[src/rtl/alu_operand_stage_if.sv]
// Operand-stage bus: upstream request/bypass inputs and the registered operand
// pair handed to the ALU. "slave" is the stage's view; "master" is the environment's.
interface alu_operand_stage_if #(
    parameter int DWIDTH = 16,
    parameter int OFFW   = 8,
    parameter int AWIDTH = 3
);
    logic              in_valid;
    logic              in_ready;
    logic              a_sel;
    logic [1:0]        b_sel;
    logic [AWIDTH-1:0] rd_addr;
    logic [AWIDTH-1:0] rs_addr;
    logic [DWIDTH-1:0] rd_q;
    logic [DWIDTH-1:0] rs_q;
    logic [OFFW-1:0]   offset;
    logic              wb_en;
    logic [AWIDTH-1:0] wb_addr;
    logic [DWIDTH-1:0] wb_data;
    logic [DWIDTH-1:0] alu_a;
    logic [DWIDTH-1:0] alu_b;
    logic              out_valid;
    logic              out_ready;

    modport slave (
        input  in_valid, a_sel, b_sel, rd_addr, rs_addr, rd_q, rs_q, offset,
               wb_en, wb_addr, wb_data, out_ready,
        output in_ready, alu_a, alu_b, out_valid
    );

    modport master (
        output in_valid, a_sel, b_sel, rd_addr, rs_addr, rd_q, rs_q, offset,
               wb_en, wb_addr, wb_data, out_ready,
        input  in_ready, alu_a, alu_b, out_valid
    );
endinterface

[src/rtl/alu_operand_stage.sv]
// ALU operand stage: resolves write-back bypass and immediate formatting at
// acceptance, then buffers operand pairs in a 2-entry (head + skid) in-order buffer.
module alu_operand_stage #(
    parameter int DWIDTH = 16,
    parameter int OFFW   = 8,
    parameter int AWIDTH = 3
) (
    input  logic                 clk,
    input  logic                 rst,
    alu_operand_stage_if.slave   bus
);
    localparam int EXTW = DWIDTH - OFFW;

    logic [1:0]        count;
    logic [DWIDTH-1:0] head_a, head_b;
    logic [DWIDTH-1:0] skid_a, skid_b;
    logic [DWIDTH-1:0] rd_val, rs_val, new_a, new_b;
    logic              accept, consume;

    // Operands are frozen at acceptance; later write-backs never touch buffered entries.
    always_comb begin
        rd_val = bus.rd_q;
        rs_val = bus.rs_q;
        if (bus.wb_en && (bus.wb_addr == bus.rd_addr)) rd_val = bus.wb_data;
        if (bus.wb_en && (bus.wb_addr == bus.rs_addr)) rs_val = bus.wb_data;

        new_a = bus.a_sel ? '0 : rd_val;
        new_b = rs_val;
        case (bus.b_sel)
            2'b00: new_b = rs_val;
            2'b01: new_b = {{EXTW{bus.offset[OFFW-1]}}, bus.offset};
            2'b10: new_b = {{EXTW{1'b0}}, bus.offset};
            2'b11: new_b = {bus.offset, {EXTW{1'b0}}};
            default: new_b = rs_val;
        endcase
    end

    // Ready depends only on registered occupancy.
    assign bus.in_ready  = (count != 2'd2);
    assign bus.out_valid = (count != 2'd0);
    assign bus.alu_a     = head_a;
    assign bus.alu_b     = head_b;

    assign accept  = bus.in_valid && bus.in_ready;
    assign consume = bus.out_valid && bus.out_ready;

    always_ff @(posedge clk) begin
        if (rst) begin
            count  <= 2'd0;
            head_a <= '0;
            head_b <= '0;
            skid_a <= '0;
            skid_b <= '0;
        end else begin
            case (count)
                2'd0: begin
                    if (accept) begin
                        head_a <= new_a;
                        head_b <= new_b;
                        count  <= 2'd1;
                    end
                end
                2'd1: begin
                    if (accept && consume) begin
                        head_a <= new_a;
                        head_b <= new_b;
                    end else if (accept) begin
                        skid_a <= new_a;
                        skid_b <= new_b;
                        count  <= 2'd2;
                    end else if (consume) begin
                        // Head keeps its last value once drained.
                        count <= 2'd0;
                    end
                end
                2'd2: begin
                    if (consume) begin
                        head_a <= skid_a;
                        head_b <= skid_b;
                        count  <= 2'd1;
                    end
                end
                default: count <= 2'd0;
            endcase
        end
    end
endmodule

[src/flat_wrapper.sv]
// flat-port wrapper written by rule: the top's interface ports become plain ports
module alu_operand_stage_flat 
#(
    parameter int DWIDTH = 16,
    parameter int OFFW   = 8,
    parameter int AWIDTH = 3
)
  (clk, rst, bus_in_valid, bus_a_sel, bus_b_sel, bus_rd_addr, bus_rs_addr, bus_rd_q, bus_rs_q, bus_offset, bus_wb_en, bus_wb_addr, bus_wb_data, bus_out_ready, bus_in_ready, bus_alu_a, bus_alu_b, bus_out_valid);
  alu_operand_stage_if #(.DWIDTH(DWIDTH), .OFFW(OFFW), .AWIDTH(AWIDTH)) bus_i ();
  input  logic clk;
  input  logic rst;
  input wire logic [$bits(bus_i.in_valid)-1:0] bus_in_valid;
  input wire logic [$bits(bus_i.a_sel)-1:0] bus_a_sel;
  input wire logic [$bits(bus_i.b_sel)-1:0] bus_b_sel;
  input wire logic [$bits(bus_i.rd_addr)-1:0] bus_rd_addr;
  input wire logic [$bits(bus_i.rs_addr)-1:0] bus_rs_addr;
  input wire logic [$bits(bus_i.rd_q)-1:0] bus_rd_q;
  input wire logic [$bits(bus_i.rs_q)-1:0] bus_rs_q;
  input wire logic [$bits(bus_i.offset)-1:0] bus_offset;
  input wire logic [$bits(bus_i.wb_en)-1:0] bus_wb_en;
  input wire logic [$bits(bus_i.wb_addr)-1:0] bus_wb_addr;
  input wire logic [$bits(bus_i.wb_data)-1:0] bus_wb_data;
  input wire logic [$bits(bus_i.out_ready)-1:0] bus_out_ready;
  output wire logic [$bits(bus_i.in_ready)-1:0] bus_in_ready;
  output wire logic [$bits(bus_i.alu_a)-1:0] bus_alu_a;
  output wire logic [$bits(bus_i.alu_b)-1:0] bus_alu_b;
  output wire logic [$bits(bus_i.out_valid)-1:0] bus_out_valid;
  assign bus_i.in_valid = bus_in_valid;
  assign bus_i.a_sel = bus_a_sel;
  assign bus_i.b_sel = bus_b_sel;
  assign bus_i.rd_addr = bus_rd_addr;
  assign bus_i.rs_addr = bus_rs_addr;
  assign bus_i.rd_q = bus_rd_q;
  assign bus_i.rs_q = bus_rs_q;
  assign bus_i.offset = bus_offset;
  assign bus_i.wb_en = bus_wb_en;
  assign bus_i.wb_addr = bus_wb_addr;
  assign bus_i.wb_data = bus_wb_data;
  assign bus_i.out_ready = bus_out_ready;
  assign bus_in_ready = bus_i.in_ready;
  assign bus_alu_a = bus_i.alu_a;
  assign bus_alu_b = bus_i.alu_b;
  assign bus_out_valid = bus_i.out_valid;
  alu_operand_stage #(.DWIDTH(DWIDTH), .OFFW(OFFW), .AWIDTH(AWIDTH)) u_core (.clk(clk), .rst(rst), .bus(bus_i));
endmodule
[config.mk]
export PLATFORM = sky130hd
export DESIGN_NAME = alu_operand_stage_flat
export DESIGN_NICKNAME = d
export VERILOG_FILES = /design/src/rtl/alu_operand_stage_if.sv /design/src/rtl/alu_operand_stage.sv /design/src/flat_wrapper.sv
export SDC_FILE = /design/constraint.sdc
export NUM_CORES = 1
export LEC_CHECK = 0
export ABC_AREA = 1
export CAP_MARGIN = 25
export CORE_MARGIN = 4
export CORE_UTILIZATION = 50
export DETAILED_ROUTE_END_ITERATION = 7
export GPL_ROUTABILITY_DRIVEN = 0
export HOLD_SLACK_MARGIN = 0.06
export PLACE_DENSITY = 0.88
export SETUP_SLACK_MARGIN = 0.1
export SLEW_MARGIN = 20
export SYNTH_ARGS = -nofsm -noshare
export SYNTH_HDL_FRONTEND = slang
export SYNTH_SLANG_ARGS = --single-unit
[constraint.sdc]
create_clock -name clk -period 3.03 [get_ports clk]
set_input_delay 0.4545 -clock clk [delete_from_list [all_inputs] [get_ports clk]]
set_output_delay 0.4545 -clock clk [all_outputs]
set_load 0.005 [all_outputs]
# Word level (Yosys, flattened, before mapping)
# Cells that the tools add are included.
# W data, S select, Z words.
# word_totals
ff_bits	66
output_inout_bits	34
inputBits	73
# op_classes
reduce_logical	12
n_bitwise	1
eq_ne	13
n_mux	18
# op_table
op	n
$mux W16	9
$pmux W16 S3	2
$pmux W16 S4	1
$mux W2	5
$reduce_and A4 Y1	2
$eq A2 B2 Y1 const B	3
$eq A3 B3 Y1	2
$ne A2 B1 Y1 const B	3
$pmux W2 S3	1
$logic_and A1 B1 Y1	5
$eq A2 B1 Y1 const B	2
$logic_not A2 Y1	2
$ne A2 B2 Y1 const B	2
$ne A3 B1 Y1 const B	1
$reduce_and A3 Y1	1
$reduce_bool A3 Y1	1
$reduce_bool A2 Y1	1
$not A1 Y1	1

# Longest topological paths before layout
# depth
word_depth	6
ltp_mapped	11

# Worst setup path after synthesis
# Ideal clock, no wire load.
# synth_path
path_kind	input to register
from	input port bus_rs_addr[0]
to	register u_core.skid_b[14]
setup_ps	115
required_time_ps	2915
stages	10
path_buffers	1
arrival_time_ps	1405
path_slack_ps	1509
cell_sequence	inv_1 -> nand2_1 -> nand2_1 -> nor2_2 -> buf_2 -> nand3_1 -> nand3_1 -> nand2_1 -> o21ai_0 -> inv_1
# synth_between
elab_chain_cells	4
# synth_rtl
element	line	text
start, declared	flat_wrapper.sv:16	input wire logic [$bits(bus_i.rs_addr)-1:0] bus_rs_addr;
$eq A3 B3 Y1	alu_operand_stage.sv:25	if (bus.wb_en && (bus.wb_addr == bus.rs_addr)) rs_val = bus.wb_data;
$logic_and A1 B1 Y1	alu_operand_stage.sv:25	
$mux W16	alu_operand_stage.sv:25	
$pmux W16 S4	alu_operand_stage.sv:29	case (bus.b_sel)
end signal, assigned	alu_operand_stage.sv:69	skid_b <= new_b;
end, declared	alu_operand_stage.sv:16	logic [DWIDTH-1:0] skid_a, skid_b;
# Every way passes these cells.
# A chain may end at the register's enable or synchronous reset.

# Worst setup path in the final report
# layout_path
from	register u_core.count[0]
to	output port bus_in_ready
# layout_between
elab_chain_cells	1
# layout_rtl
element	line	text
start, declared	alu_operand_stage.sv:14	logic [1:0] count;
start signal, assigned	alu_operand_stage.sv:49	count <= 2'd0;
start signal, assigned	alu_operand_stage.sv:60	count <= 2'd1;
start signal, assigned	alu_operand_stage.sv:70	count <= 2'd2;
$ne A2 B2 Y1	alu_operand_stage.sv:39	assign bus.in_ready = (count != 2'd2);
end, declared	flat_wrapper.sv:24	output wire logic [$bits(bus_i.in_ready)-1:0] bus_in_ready;
# Every way passes these cells.

==> impl.org <==
** Yosys
- During synthesis, Yosys emitted a total of 0 warnings.
- Post-Syn Area per Cell :: 6.37 um^2
- Count of state elements after synthesis :: 66
- Cell type with the highest aggregate area in the netlist :: sky130_fd_sc_hd__dfxtp_1
- The top cell type by area accounts for around 37% of the synthesized area.
- The mapped netlist covers 0.00355 mm^2.
- Synthesis produced about 560 cells.
- Sequential element share of the synthesized area :: 37.3%
- Yosys cell types :: 22
- Top post-synthesis cells by area :: sky130_fd_sc_hd__dfxtp_1, sky130_fd_sc_hd__a21oi_1, sky130_fd_sc_hd__nand2_1
- The number of nets in the synthesized netlist is 630.

** Detailed routing
- The count of nets left with antenna violations once routing finished came out at 0.
- After the first detailed-routing iteration, the DRC count stood at 241.
- For this block, the via count after detailed routing is roughly 4100.
- The final layout contains routed wiring with a total length of 11500 um.
- Routed wire length per instance :: 15.4 um
- DR DRC count :: 0
- The pre-antenna-repair detailed-routing pass consisted of 5 iterations.
- Via-per-instance ratio :: 5.48

** Clocking
- TritonCTS built the clock tree.
- Clk_lat worst skew :: 0.35 ns
- The longest clock path from root to sink contains 2 buffers.
- Once the clock tree was built, the setup fixing pass inserted 0 buffers.
- The tree is rooted in a sky130_fd_sc_hd__clkbuf_8.
- Clock-pin slew was measured on the worst setup and hold paths at 0.07 ns.
- Total of cells resized after clock tree synthesis :: 0
- # hold bufs at CTS :: 0
- CTS buffer count :: 9
- Number of clock sinks seen by CTS :: 66
- The H-tree was split into 3 levels.

** Floorplan
- Number of cell rows :: 30
- Floorplan die height :: 92.2 um
- Starting utilization of the core area :: 51.9%
- The die covers 0.00850 mm^2.
- In this run the horizontal extent of the chip is between 90 and 100 um.
- Number of ports placed on the die boundary :: 107
- The total area inside the core boundary comes to 0.00683 mm^2.

** Power
- Tot Pwr :: around 2400 uW
- IR analysis of the VDD net gives a maximum drop of 0.207 mV.
- The analysis attributes to cell leakage a power of 0.00230 uW.
- Total power density per cell area :: 495 mW/mm^2

** Timing
- Setup slack on the critical path of the routed design comes to 0.669 ns.
- The final number of hold-violating endpoints was 0.
- Final clock skew :: 0.00687 ns
- The worst pin sits at a relative slew slack of 37.5%.
- Fmax :: 423 MHz
- Setup violations remaining at the end of the flow were counted as 0.
- Of the available clock period, the critical path in the final layout requires about 78%.
- Count of final max-slew check failures :: 0
- The worst path in the final design needs a cycle of 2.36 ns, including I/O delays and setup.
- Setup repair after global routing left no endpoint under its margin.
- Actual slew at the worst max-slew pin :: 0.936 ns
- For the final routed database, the setup TNS stands at 0 ns.

** Setup path
- Crit-path max FO :: 33
- STA puts the critical path data required time at 2.58 ns.
- Startpoint kind of the worst setup timing path :: flop
- In this run the critical register-to-register path is launched from u_core.count[0]$_SDFFE_PP0P_.
- Setup crit start :: u_core.count[0]$_SDFFE_PP0P_
- Data on the critical path arrives at its endpoint at approximately 1.9 ns.
- The worst setup path is of the reg2out kind.
- The worst setup path is captured at an output port.

** Final layout
- Fill cells :: a little under 600
- Area grow syn2layout :: 38.3%
- Ratio of cells with drive above 1 in the final layout :: 6.71%
- Number of diodes added for antenna fixing :: 0
- Nets@finish :: 724

** Place
- Detailed placement finished with a half-perimeter wire length of 8010 um.
- In this run the tool buffered the top-level ports with 106 buffer cells.
- OpenSTA, run right after detailed placement, puts the worst setup slack at 0.684 ns.

** Hold path
- The startpoint identified for the worst hold timing path is u_core.skid_a[8]$_SDFFE_PP0P_.
- The tightest min-delay check is of the reg2reg type.

** Global route
- Overall global routing resource usage :: a little over a quarter
- Total congestion overflow :: 0
- Maximum number of pins on one net before global-route repair :: 39
- The first global-routing pass estimated 18400 um of wire.
- The number of global-route vias before repair was between 3000 and 4000.
- Number of antenna violations at the first check in global routing :: 0

** Run status
- The flow ran to the end, and the final reports show no timing, DRC or antenna violations.

** Flow run
- Across the run, the number of max-cap violations was 0.
==> synth_stat cells <==
cell type / count
sky130_fd_sc_hd__inv_1: 69
sky130_fd_sc_hd__buf_6: 2
sky130_fd_sc_hd__a31oi_1: 2
sky130_fd_sc_hd__a21oi_2: 4
sky130_fd_sc_hd__nand2_2: 3
sky130_fd_sc_hd__nand4_1: 1
sky130_fd_sc_hd__nor2_1: 19
sky130_fd_sc_hd__nor2_2: 4
sky130_fd_sc_hd__dfxtp_1: 66
sky130_fd_sc_hd__nand2_4: 1
sky130_fd_sc_hd__inv_2: 3
sky130_fd_sc_hd__o21ai_1: 5
sky130_fd_sc_hd__nand3_1: 65
sky130_fd_sc_hd__xor2_1: 1
sky130_fd_sc_hd__clkbuf_1: 22
sky130_fd_sc_hd__a21oi_1: 94
sky130_fd_sc_hd__buf_4: 2
sky130_fd_sc_hd__o21ai_0: 60
sky130_fd_sc_hd__nor3_2: 1
sky130_fd_sc_hd__o31ai_1: 1
sky130_fd_sc_hd__buf_2: 9
sky130_fd_sc_hd__nand2_1: 123
==> report_power, final <==
group / leakage, uW / switching (uW) / internal (uW)
registers: 0.000542 / 44.8 / 942
clock network: 0.000117 / 344 / 509
logic: 0.00164 / 300 / 288
total: 0.00230 / 689 / 1740
==> sequential cells by signal, indices dropped and copies added (netlist names) <==
signal / flops
u_core.skid_b: 16
u_core.bus.alu_a: 16
u_core.count: 2
u_core.bus.alu_b: 16
u_core.skid_a: 16
==> worst max-delay path, stage by stage, from the launching register on <==
cell and delay [ns]:
sky130_fd_sc_hd__dfxtp_1 0.41, sky130_fd_sc_hd__inv_2 0.11, sky130_fd_sc_hd__nand2_4 0.07, sky130_fd_sc_hd__buf_4 0.37, sky130_fd_sc_hd__clkdlybuf4s50_1 0.58
==> path summary, 6_finish.rpt <==
| check | slack, ns | end | cells after the start |
|---|---|---|---|
| min reg2reg | 0.53 | u_core.bus.alu_a[8]$_SDFFE_PP0P_ | 2 |
| max reg2reg | 1.14 | u_core.skid_b[10]$_SDFFE_PP0P_ | 10 |
| max | 0.67 | bus_in_ready | 4 |
| min | 0.53 | u_core.bus.alu_a[8]$_SDFFE_PP0P_ | 2 |
==> through the flow <==
| step | cells | utilization, % | area (um^2) | hold slack, ns |
|---|---|---|---|---|
| floorplan | 557 | - | 3550 | 0.491 |
| global route | 752 | 71.8 | 4900 | 0.557 |
| CTS | 752 | 71.8 | 4900 | 0.524 |
| global placement | 735 | 68.0 | 4650 | 0.507 |
| finish | 752 | 71.8 | 4900 | 0.527 |
| detailed placement | 736 | 68.4 | 4670 | 0.517 |
==> cells by family after synthesis <==
logic type                Yosys count  share of synthesized area (%)
and+or+nand+nor                   217                           26.2
AOI/OAI and AO/OA                 166                           24.0
buffers and inverters             107                           12.3
DFF                                66                           37.3
xor gates and xnor gates            1                          0.247
==> area by class of cell <==
type                            count  area [um^2]  share of cell area, %
Multi-Input combinational cell    384         1790                   36.5
Sequential cell                    66         1320                   26.9
Timing Repair Buffer              118         1170                   23.9
Inverter                           72          270                   5.51
Clock buffer                       12          155                   3.16
Tap cell                           96          120                   2.45
Clock inverter                      4         73.8                   1.51
==> metal layers <==
metal	wire (um)	GRT usage [%]	vias to the layer above
met1	4650	31.9	1860
met3	964	5.58	38
li1	-	-	2005
met2	5600	46.3	220
met4	329	12.4	0
met5	0	0	-
==> placed cells by master, fill, tap and decap left out, types with 3 or more instances in the layout <==
cell type                         instances
sky130_fd_sc_hd__a21oi_1                 94
sky130_fd_sc_hd__a21oi_2                  4
sky130_fd_sc_hd__buf_4                   11
sky130_fd_sc_hd__clkbuf_8                11
sky130_fd_sc_hd__clkdlybuf4s50_1        106
sky130_fd_sc_hd__dfxtp_1                 66
sky130_fd_sc_hd__inv_1                   69
sky130_fd_sc_hd__inv_2                    3
sky130_fd_sc_hd__nand2_1                123
sky130_fd_sc_hd__nand2_2                  3
sky130_fd_sc_hd__nand3_1                 65
sky130_fd_sc_hd__nor2_1                  18
sky130_fd_sc_hd__nor2_2                   5
sky130_fd_sc_hd__o21ai_0                 60
sky130_fd_sc_hd__o21ai_1                  5
No activity file was read; power rests on OpenSTA's default activity.
